**config.mk**
```make
export PLATFORM = sky130hd
export DESIGN_NAME = counting_gen
export DESIGN_NICKNAME = d
export VERILOG_FILES = /design/src/rtl/counting_gen_pkg.sv /design/src/rtl/counting_gen_run_timer.sv /design/src/rtl/counting_gen.sv
export SDC_FILE = /design/constraint.sdc
export NUM_CORES = 1
export LEC_CHECK = 0
export CAP_MARGIN = 40
export CORE_ASPECT_RATIO = 1.25
export CORE_UTILIZATION = 52
export DETAILED_ROUTE_END_ITERATION = 10
export PLACE_DENSITY = 0.87
export SYNTH_ARGS = -nofsm -noshare
export SYNTH_HDL_FRONTEND = slang
export SYNTH_SLANG_ARGS = --single-unit
```
**constraint.sdc**
```tcl
create_clock -name clk -period 3.21 [get_ports clk]
set_clock_uncertainty 0.15 [all_clocks]
set_input_delay 0.321 -clock clk [delete_from_list [all_inputs] [get_ports clk]]
set_output_delay 0.321 -clock clk [all_outputs]
set_load 0.005 [all_outputs]
```
**src/rtl/counting_gen_pkg.sv**
```systemverilog
// Shared definitions for the 01->10->11 token generator and its companion detector.
package counting_gen_pkg;

    // Two-bit symbol alphabet shared with the sequence detector
    localparam logic [1:0] SYM_NONE  = 2'b00;
    localparam logic [1:0] SYM_ONE   = 2'b01;
    localparam logic [1:0] SYM_TWO   = 2'b10;
    localparam logic [1:0] SYM_THREE = 2'b11;

    // Generator states: idle, the three token symbols, and the inter-token gap
    typedef enum logic [2:0] {
        ST_IDLE = 3'd0,
        ST_SYM1 = 3'd1,
        ST_SYM2 = 3'd2,
        ST_SYM3 = 3'd3,
        ST_GAP  = 3'd4
    } state_t;

    // Symbol driven on the line while sitting in a given state
    function automatic logic [1:0] stateSymbol(input state_t s);
        logic [1:0] sym;
        sym = SYM_NONE;
        case (s)
            ST_SYM1: sym = SYM_ONE;
            ST_SYM2: sym = SYM_TWO;
            ST_SYM3: sym = SYM_THREE;
            default: sym = SYM_NONE;
        endcase
        return sym;
    endfunction

endpackage

```
**src/rtl/counting_gen_run_timer.sv**
```systemverilog
// Loadable down-counter timing how long the generator stays in its current state.
module run_timer #(
    parameter int W = 4
) (
    input  logic         clk,
    input  logic         reset,
    input  logic         i_load,
    input  logic         i_enable,
    input  logic [W-1:0] i_loadVal,
    output logic         o_last
);

    logic [W-1:0] r_cnt;

    // Reload on state entry, otherwise count down towards 1; frozen while disabled
    always_ff @(posedge clk or posedge reset) begin
        if (reset) begin
            r_cnt <= '0;
        end else if (i_enable) begin
            if (i_load) begin
                r_cnt <= i_loadVal;
            end else if (r_cnt > W'(1)) begin
                r_cnt <= r_cnt - W'(1);
            end
        end
    end

    assign o_last = (r_cnt == W'(1));

endmodule

```
**src/rtl/counting_gen.sv**
```systemverilog
// Token stream generator: emits count tokens of 01 x run1, 10 x run2, 11 x run3,
// optionally separated by GAP_LEN cycles of 00, with hold/stall and done handshake.
module counting_gen
    import counting_gen_pkg::*;
#(
    parameter int COUNT_W = 8,
    parameter int RUN_W   = 4,
    parameter int GAP_LEN = 1
) (
    input  logic               clk,
    input  logic               reset,
    input  logic               start,
    input  logic [COUNT_W-1:0] count,
    input  logic [RUN_W-1:0]   run1,
    input  logic [RUN_W-1:0]   run2,
    input  logic [RUN_W-1:0]   run3,
    input  logic               hold,
    output logic [1:0]         num,
    output logic               valid,
    output logic               busy,
    output logic               done
);

    // The shared timer must be wide enough for both run lengths and the gap length
    localparam int GAP_W   = (GAP_LEN > 0) ? $clog2(GAP_LEN + 1) : 1;
    localparam int TIMER_W = (GAP_W > RUN_W) ? GAP_W : RUN_W;

    state_t               r_state;
    state_t               w_nextState;
    logic [COUNT_W-1:0]   r_tokens;
    logic [RUN_W-1:0]     r_run1;
    logic [RUN_W-1:0]     r_run2;
    logic [RUN_W-1:0]     r_run3;
    logic [RUN_W-1:0]     w_run1In;
    logic [RUN_W-1:0]     w_run2In;
    logic [RUN_W-1:0]     w_run3In;
    logic                 w_accept;
    logic                 w_load;
    logic [TIMER_W-1:0]   w_loadVal;
    logic                 w_last;
    logic                 w_tokenDec;
    logic                 w_doneNext;
    logic [1:0]           w_numNext;
    logic                 w_validNext;
    logic                 w_busyNext;
    logic [1:0]           r_num;
    logic                 r_valid;
    logic                 r_busy;
    logic                 r_done;

    // A zero run length still holds its symbol for one cycle
    assign w_run1In = (run1 == '0) ? RUN_W'(1) : run1;
    assign w_run2In = (run2 == '0) ? RUN_W'(1) : run2;
    assign w_run3In = (run3 == '0) ? RUN_W'(1) : run3;

    // A request is only taken when idle and not stalled
    assign w_accept = (r_state == ST_IDLE) && start && !hold;

    run_timer #(
        .W(TIMER_W)
    ) u_runTimer (
        .clk       (clk),
        .reset     (reset),
        .i_load    (w_load),
        .i_enable  (!hold),
        .i_loadVal (w_loadVal),
        .o_last    (w_last)
    );

    // State register; hold is folded into the next-state logic so it simply recirculates
    always_ff @(posedge clk or posedge reset) begin
        if (reset) begin
            r_state <= ST_IDLE;
        end else begin
            r_state <= w_nextState;
        end
    end

    // Next-state logic, including timer reloads, token decrement and done generation
    always_comb begin
        w_nextState = r_state;
        w_load      = 1'b0;
        w_loadVal   = '0;
        w_tokenDec  = 1'b0;
        w_doneNext  = 1'b0;
        case (r_state)
            ST_IDLE: begin
                if (w_accept) begin
                    if (count != '0) begin
                        w_nextState = ST_SYM1;
                        w_load      = 1'b1;
                        w_loadVal   = TIMER_W'(w_run1In);
                    end else begin
                        w_doneNext = 1'b1;
                    end
                end
            end
            ST_SYM1: begin
                if (!hold && w_last) begin
                    w_nextState = ST_SYM2;
                    w_load      = 1'b1;
                    w_loadVal   = TIMER_W'(r_run2);
                end
            end
            ST_SYM2: begin
                if (!hold && w_last) begin
                    w_nextState = ST_SYM3;
                    w_load      = 1'b1;
                    w_loadVal   = TIMER_W'(r_run3);
                end
            end
            ST_SYM3: begin
                if (!hold && w_last) begin
                    if (r_tokens == COUNT_W'(1)) begin
                        w_nextState = ST_IDLE;
                        w_doneNext  = 1'b1;
                    end else begin
                        w_tokenDec = 1'b1;
                        w_load     = 1'b1;
                        if (GAP_LEN > 0) begin
                            w_nextState = ST_GAP;
                            w_loadVal   = TIMER_W'(GAP_LEN);
                        end else begin
                            w_nextState = ST_SYM1;
                            w_loadVal   = TIMER_W'(r_run1);
                        end
                    end
                end
            end
            ST_GAP: begin
                if (!hold && w_last) begin
                    w_nextState = ST_SYM1;
                    w_load      = 1'b1;
                    w_loadVal   = TIMER_W'(r_run1);
                end
            end
            default: begin
                w_nextState = ST_IDLE;
            end
        endcase
    end

    // Output decode from the upcoming state so that num/valid/busy can be registered
    always_comb begin
        w_numNext   = stateSymbol(w_nextState);
        w_validNext = (w_nextState == ST_SYM1) || (w_nextState == ST_SYM2) ||
                      (w_nextState == ST_SYM3);
        w_busyNext  = (w_nextState != ST_IDLE);
    end

    // Registered outputs; done is a single-cycle pulse
    always_ff @(posedge clk or posedge reset) begin
        if (reset) begin
            r_num   <= SYM_NONE;
            r_valid <= 1'b0;
            r_busy  <= 1'b0;
            r_done  <= 1'b0;
        end else begin
            r_num   <= w_numNext;
            r_valid <= w_validNext;
            r_busy  <= w_busyNext;
            r_done  <= w_doneNext;
        end
    end

    // Request configuration latch and remaining-token counter
    always_ff @(posedge clk or posedge reset) begin
        if (reset) begin
            r_tokens <= '0;
            r_run1   <= '0;
            r_run2   <= '0;
            r_run3   <= '0;
        end else if (w_accept) begin
            r_tokens <= count;
            r_run1   <= w_run1In;
            r_run2   <= w_run2In;
            r_run3   <= w_run3In;
        end else if (w_tokenDec) begin
            r_tokens <= r_tokens - COUNT_W'(1);
        end
    end

    assign num   = r_num;
    assign valid = r_valid;
    assign busy  = r_busy;
    assign done  = r_done;

endmodule

```
== Yosys cells after proc, flatten, opt, wreduce, memory -nomap -nowiden ==
Cells that the tools add are included.
Cells by class
  order comparisons: 1
  mux-type cells: 36
  eq/ne operators: 9
  $add $sub $neg: 2
  reduce and logical (&&, ||, !) cells: 16
  bitwise logic cells: 1
Operators with widths (number)
  $mux W4: 10
  $mux W3: 7
  $pmux W4 S5: 1
  $mux W8: 2
  $pmux W3 S5: 1
  $eq A3 B2 Y1 const B: 4
  $logic_not A4 Y1: 3
  $mux W1: 12
  $eq A8 B1 Y1 const B: 1
  $reduce_bool A8 Y1: 1
  $sub A8 B1 Y8 const B: 1
  $eq A3 B1 Y1 const B: 2
  $pmux W2 S3: 1
  $eq A4 B1 Y1 const B: 1
  $gt A4 B1 Y1 const B: 1
  $reduce_bool A2 Y1: 2
  $sub A4 B1 Y4 const B: 1
  $eq A3 B3 Y1 const B: 1
  $logic_and A1 B1 Y1: 3
  $logic_not A3 Y1: 1
  $pmux W1 S3: 1
  $reduce_bool A3 Y1: 1
  $reduce_or A3 Y1: 1
  $logic_or A1 B1 Y1: 2
  other kinds (4): 4
Storage, ports and cells
  output and inout port bits: 5
  input port bits: 24
  bits in registers: 32
  word-level logic and storage cells: 75

== Logic depth before layout (Yosys ltp) ==
  depth after elaboration: 8
  mapped depth: 8
  depth with buffers taken out: 8

== Modules after synthesis ==
From an unflattened synthesis, not the netlist that was laid out.
Unflattened totals
  cell total of the unflattened synthesis: 212
  area, all modules: 1850.5 sq um
Modules (own cells, without submodules)
  counting_gen: cells each 177, instances 1, area an instance 1529.0 sq um, seq. area each 700.7 sq um
  run_timer: cells each 35, instances 1, area an instance 321.6 sq um, seq. area each 100.1 sq um

== Worst setup path before layout ==
OpenSTA, ideal clock, no wires.
  kind: register to register
  from: register r_tokens[2]
  to: register u_runTimer.r_cnt[0]
  clock period less this slack: 2.462 ns
  data required time: 2.935 ns
  setup slack: 0.748 ns
  library setup time: 0.125 ns
  stages on the path, launching flop included: 7
  data arrival time: 2.187 ns
  path buffers: 0
  cells stage by stage: dfrtp_1 or4_4 nor4b_4 nor2_2 o31ai_4 a21o_4 mux2_4
On the way
  word-level cells in the longest chain between the ends: 6
  elaborated cells between the ends (all ways): 10
  those cells by class: 1 x eq/ne; 7 x mux; 2 x reduce/logical
Ends and longest elaborated chain
  from (decl): line counting_gen.sv:30  | logic [COUNT_W-1:0] r_tokens;
  from (signal assigned): line counting_gen.sv:174  | r_tokens <= count;
  from (signal assigned): line counting_gen.sv:179  | r_tokens <= r_tokens - COUNT_W'(1);
  $eq A8 B1 Y1 *: line counting_gen.sv:114  | if (r_tokens == COUNT_W'(1)) begin
  $mux W1: line counting_gen.sv:114
  $mux W1: line counting_gen.sv:113  | if (!hold && w_last) begin
  $pmux W1 S3: line counting_gen.sv:86  | case (r_state)
  $reduce_bool A2 Y1 (no source line)
  $reduce_and A2 Y1 (no source line)
  to (signal assigned): line counting_gen_run_timer.sv:21  | r_cnt <= i_loadVal;
  to (signal assigned): line counting_gen_run_timer.sv:23  | r_cnt <= r_cnt - W'(1);
  to (decl): line counting_gen_run_timer.sv:13  | logic [W-1:0] r_cnt;
Mark *: on every way between the ends. The rest lies on a longest branch, timed or not.
A chain may end at the register's enable or synchronous reset.

== Worst setup path in the final report ==
  from: register r_tokens[2]
  to: register u_runTimer.r_cnt[1]
On the way
  word-level cells in the longest chain between the ends: 6
  elaborated cells between the ends (all ways): 7
  those cells by class: 1 x eq/ne; 4 x mux; 2 x reduce/logical
Ends and longest elaborated chain (line)
  $eq A8 B1 Y1 *: counting_gen.sv:114
  $mux W1 *: counting_gen.sv:114
  $mux W1 *: counting_gen.sv:113
  $pmux W1 S3 *: counting_gen.sv:86
  $reduce_bool A2 Y1 (no source line)
  $reduce_and A2 Y1 (no source line)
Marked as above.

==> flow_summary.html <==
<table>
<tr><th>Metric</th><th>Value</th></tr>
<tr><th colspan="2">Logic synthesis</th></tr>
<tr><td>Mean area per synthesized cell</td><td>9.513 sq um</td></tr>
<tr><td>Cell area after synthesis</td><td>1750 sq um</td></tr>
<tr><td>Cells after synthesis</td><td>184</td></tr>
<tr><td>Share of flip-flops with an asynchronous set or reset</td><td>100.0%</td></tr>
<tr><td>Synth top area cells</td><td>sky130_fd_sc_hd__dfrtp_1 46%, sky130_fd_sc_hd__nand2_1 8.8%, sky130_fd_sc_hd__o21ai_0 4.0%, sky130_fd_sc_hd__ha_1 2.9%, sky130_fd_sc_hd__nor4b_4 2.7%</td></tr>
<tr><td>Portion of the post-synthesis area used by sequential elements</td><td>45.75%</td></tr>
<tr><td>Most used flip-flop cell after synthesis</td><td>sky130_fd_sc_hd__dfrtp_1</td></tr>
<tr><td>Flip-flop and latch count after synthesis</td><td>32</td></tr>
<tr><td>Count of flip-flops with a built-in enable after synthesis</td><td>0</td></tr>
<tr><td>Fraction of post-synthesis cell area in the top cell type by area</td><td>45.75%</td></tr>
<tr><td>Synth area leader</td><td>sky130_fd_sc_hd__dfrtp_1</td></tr>
<tr><td>Synth warnings</td><td>0</td></tr>
<tr><td>Number of nets produced by synthesis</td><td>212</td></tr>
<tr><td>Count of cell types in the netlist</td><td>43</td></tr>
<tr><td>Most used standard cells in the synthesized netlist</td><td>41 x sky130_fd_sc_hd__nand2_1, 32 x sky130_fd_sc_hd__dfrtp_1, 14 x sky130_fd_sc_hd__o21ai_0</td></tr>
<tr><td>Most frequent cell after synthesis</td><td>sky130_fd_sc_hd__nand2_1</td></tr>
<tr><th colspan="2">Drt</th></tr>
<tr><td>Total number of vias</td><td>1,496</td></tr>
<tr><td>Number of search-and-repair iterations in the first detailed-routing pass</td><td>4</td></tr>
<tr><td>Aggregate routed wire length</td><td>3.796 mm</td></tr>
<tr><td>Vias per cell</td><td>5.867</td></tr>
<tr><td>DR WL/cell</td><td>14.89 um</td></tr>
<tr><td>Count of nets left with antenna violations after detail routing</td><td>0</td></tr>
<tr><td>DRC violations left</td><td>0</td></tr>
<tr><td>Detailed router's first-iteration violation count</td><td>49</td></tr>
<tr><th colspan="2">Placement</th></tr>
<tr><td>Placer's final routability congestion estimate</td><td>0.8540</td></tr>
<tr><td>Number of input and output port buffers inserted</td><td>28</td></tr>
<tr><td>HPWL after detailed placement</td><td>2.808 mm</td></tr>
<tr><th colspan="2">STA</th></tr>
<tr><td>Rel. slew slack</td><td>65.44%</td></tr>
<tr><td>Fmax</td><td>376.4 MHz</td></tr>
<tr><td>Final hold violations</td><td>0</td></tr>
<tr><td>Final setup fails</td><td>0</td></tr>
<tr><td>Max-slew violation count</td><td>0</td></tr>
<tr><td>Transition time of the tightest slew-check pin</td><td>0.5185 ns</td></tr>
<tr><td>Share of the clock period used by the worst path after layout</td><td>82.76%</td></tr>
<tr><td>Time the final worst path needs with I/O delays and setup</td><td>2.657 ns</td></tr>
<tr><td>Worst hold margin</td><td>0.2578 ns</td></tr>
<tr><td>Setup repair after global routing missed its margin</td><td>false</td></tr>
<tr><td>Fin Setup TNS</td><td>0 ns</td></tr>
<tr><th colspan="2">Finish</th></tr>
<tr><td>Post-layout util</td><td>67.92%</td></tr>
<tr><td>Area added between synthesis and finish</td><td>23.95%</td></tr>
<tr><td>Share of cells above drive strength 1</td><td>11.93%</td></tr>
<tr><td>Antenna cell count</td><td>0</td></tr>
<tr><td>Post-layout net count</td><td>245</td></tr>
<tr><th colspan="2">Floorplanning</th></tr>
<tr><td>Vertical die dimension</td><td>66.87 um</td></tr>
<tr><td>Io pins</td><td>29</td></tr>
<tr><td>Standard cell core area</td><td>3194 sq um</td></tr>
<tr><td>DIE AREA</td><td>3604 sq um</td></tr>
<tr><td>Effective utilization at floorplan</td><td>54.80%</td></tr>
<tr><td>Number of core rows</td><td>23</td></tr>
<tr><td>Chip width</td><td>53.90 um</td></tr>
<tr><th colspan="2">Run</th></tr>
<tr><td>Max_cap viols</td><td>0</td></tr>
<tr><th colspan="2">Power</th></tr>
<tr><td>Leak Pwr</td><td>0.0009463 uW</td></tr>
<tr><td>VDD IR-drop max</td><td>0.6483 mV</td></tr>
<tr><td>Power density of the placed cells</td><td>803.0 nW/um^2</td></tr>
<tr><th colspan="2">Setup path</th></tr>
<tr><td>Delay of the slowest cell on the worst path</td><td>0.60 ns</td></tr>
<tr><td>Worst R2R Setup Slack</td><td>0.55 ns</td></tr>
<tr><td>Reg2reg start</td><td>r_tokens[2]$_DFFE_PP0P_</td></tr>
<tr><td>Type of the setup path with the least slack</td><td>flip-flop to flip-flop</td></tr>
<tr><td>Worst path required time</td><td>3.24 ns</td></tr>
<tr><td>Cell with the largest stage delay on the worst path</td><td>sky130_fd_sc_hd__or4_4</td></tr>
<tr><td>Length in cells of the worst reg-to-reg path</td><td>6</td></tr>
<tr><td>Critical Path Source Type</td><td>flip-flop</td></tr>
<tr><td>Maximum net fanout on the critical path</td><td>6</td></tr>
<tr><td>Endpoint of the worst-slack reg-to-reg timing path</td><td>u_runTimer.r_cnt[1]$_DFFE_PP0P_</td></tr>
<tr><td>Cells traversed along the worst timing path</td><td>or4_4 -&gt; nor4b_4 -&gt; nor2_2 -&gt; o31ai_4 -&gt; a21o_4 -&gt; mux2_4</td></tr>
<tr><td>Sort of element at the end of the critical path</td><td>flip-flop</td></tr>
<tr><td>Worst endpoint data arrival time</td><td>2.69 ns</td></tr>
<tr><th colspan="2">Clock network</th></tr>
<tr><td>Inserted Clock Buffers</td><td>5</td></tr>
<tr><td>Count of buffers added by post-CTS timing repair for setup</td><td>0</td></tr>
<tr><td>Worst-skew pair later-pin latency</td><td>0.29 ns</td></tr>
<tr><td>Root Driver</td><td>sky130_fd_sc_hd__clkbuf_8</td></tr>
<tr><td>Htree depth</td><td>2</td></tr>
<tr><td>Clock Sinks</td><td>32</td></tr>
<tr><td>Number of buffers inserted by hold repair at cts</td><td>0</td></tr>
<tr><td>CTS-repair resized insts</td><td>0</td></tr>
<tr><td>TritonCTS clock tree</td><td>yes</td></tr>
<tr><td>Clk buf depth</td><td>2</td></tr>
<tr><td>Register clock-pin slew on the reported worst setup and hold paths</td><td>0.07 ns</td></tr>
<tr><th colspan="2">GRT</th></tr>
<tr><td>All-Layer GR Usage</td><td>25.35%</td></tr>
<tr><td>Via count of the first global-routing pass</td><td>1,438</td></tr>
<tr><td>Initial antenna violation count</td><td>0</td></tr>
<tr><td>First-pass GRT wire length</td><td>6.430 mm</td></tr>
<tr><td>Final global-route overflow total</td><td>0</td></tr>
<tr><td>Maximum number of pins on one net before global-route repair</td><td>33</td></tr>
<tr><th colspan="2">Outcome</th></tr>
<tr><td>Run status</td><td>finished clean</td></tr>
<tr><th colspan="2">Worst hold path</th></tr>
<tr><td>Worst min-delay path category</td><td>input pin to asynchronous set/reset pin</td></tr>
</table>
-- state kept, by name, summed over array words and instances (netlist names) --
signal,cells
busy,1
done,1
num,2
r_run1,4
r_run2,4
r_run3,4
r_state,3
r_tokens,8
u_runTimer.r_cnt,4
valid,1
-- critical path: cells and delay by family (launching register included) --
family	cells	cell delay, ns
simple gates	3	1.10
flops	1	0.42
compound gates	2	0.57
mux	1	0.30
-- power by group --
part / internal (uW) / switching [uW]
Sequential: 581 / 175
Combinational: 343 / 320
Clock: 171 / 152
-- how the worst max path moves through the flow --
stage                             from                         endpoint  slack [ns]  depth (start not counted)
5_1_grt        r_tokens[2]$_DFFE_PP0P_  u_runTimer.r_cnt[1]$_DFFE_PP0P_        0.42                          6
4_1_cts        r_tokens[2]$_DFFE_PP0P_  u_runTimer.r_cnt[1]$_DFFE_PP0P_        0.56                          6
3_3_place_gp                      hold          r_tokens[7]$_DFFE_PP0P_        0.58                          6
6_report       r_tokens[2]$_DFFE_PP0P_  u_runTimer.r_cnt[1]$_DFFE_PP0P_        0.55                          6
3_5_place_dp                      hold          r_tokens[7]$_DFFE_PP0P_        0.51                          6
2_1_floorplan  r_tokens[2]$_DFFE_PP0P_  u_runTimer.r_cnt[0]$_DFFE_PP0P_        0.75                          6
-- layer usage --
| metal | share of wire [%] | track usage (%) |
|---|---|---|
| met5 | 0 | 0 |
| met3 | 3.8 | 6.164 |
| met4 | 1.4 | 8.882 |
| met1 | 42 | 32.26 |
| met2 | 53 | 40.90 |
-- cells by family after synthesis --
kind of cell	synth area share (%)
flops	45.75
mux	1.716
fa+ha+maj	2.859
compound gates	18.94
xor+xnor	1.501
buf+inv	3.217
simple gates	26.02
-- layout make-up --
cell class | count | area (sq um)
clock inverters | 2 | 10.01
flip-flops and latches | 32 | 800.8
multi-input cells | 139 | 893.4
repair buffers | 32 | 310.3
fillers | 251 | 1025
well taps | 37 | 46.29
clock buffers | 6 | 82.58
inverters | 7 | 26.28
-- placed cells by master, fill, tap and decap left out, types with 2 or more instances in the layout --
| cell type | instances |
|---|---|
| sky130_fd_sc_hd__nand2_1 | 41 |
| sky130_fd_sc_hd__dfrtp_1 | 32 |
| sky130_fd_sc_hd__clkdlybuf4s50_1 | 28 |
| sky130_fd_sc_hd__o21ai_0 | 14 |
| sky130_fd_sc_hd__nor2_1 | 12 |
| sky130_fd_sc_hd__inv_1 | 7 |
| sky130_fd_sc_hd__nor3_1 | 6 |
| sky130_fd_sc_hd__clkbuf_8 | 6 |
| sky130_fd_sc_hd__nand3_1 | 5 |
| sky130_fd_sc_hd__a21oi_1 | 5 |
| sky130_fd_sc_hd__a22oi_1 | 5 |
| sky130_fd_sc_hd__a221o_1 | 4 |
| sky130_fd_sc_hd__ha_1 | 4 |
| sky130_fd_sc_hd__buf_4 | 4 |
| sky130_fd_sc_hd__o211ai_1 | 3 |
| sky130_fd_sc_hd__nor4_1 | 3 |
| sky130_fd_sc_hd__nor2b_1 | 3 |
| sky130_fd_sc_hd__or4_4 | 2 |
| sky130_fd_sc_hd__nor4b_4 | 2 |
| sky130_fd_sc_hd__or2_2 | 2 |
| sky130_fd_sc_hd__xnor2_1 | 2 |
| sky130_fd_sc_hd__or3_1 | 2 |
| sky130_fd_sc_hd__o31a_1 | 2 |
| sky130_fd_sc_hd__mux2_4 | 2 |
| sky130_fd_sc_hd__clkinv_2 | 2 |
-- stage by stage --
stage	total power [uW]	instances	setup WS (ns)	cell area [sq um]
after floorplan	1208	184	0.7477	1750
after global placement	1387	247	0.5817	2077
after detailed placement	1422	247	0.5131	2077
after CTS	1741	255	0.5627	2170
after global routing	1872	255	0.4174	2170
final	1742	255	0.5533	2170
No activity file was read; power rests on OpenSTA's default activity.
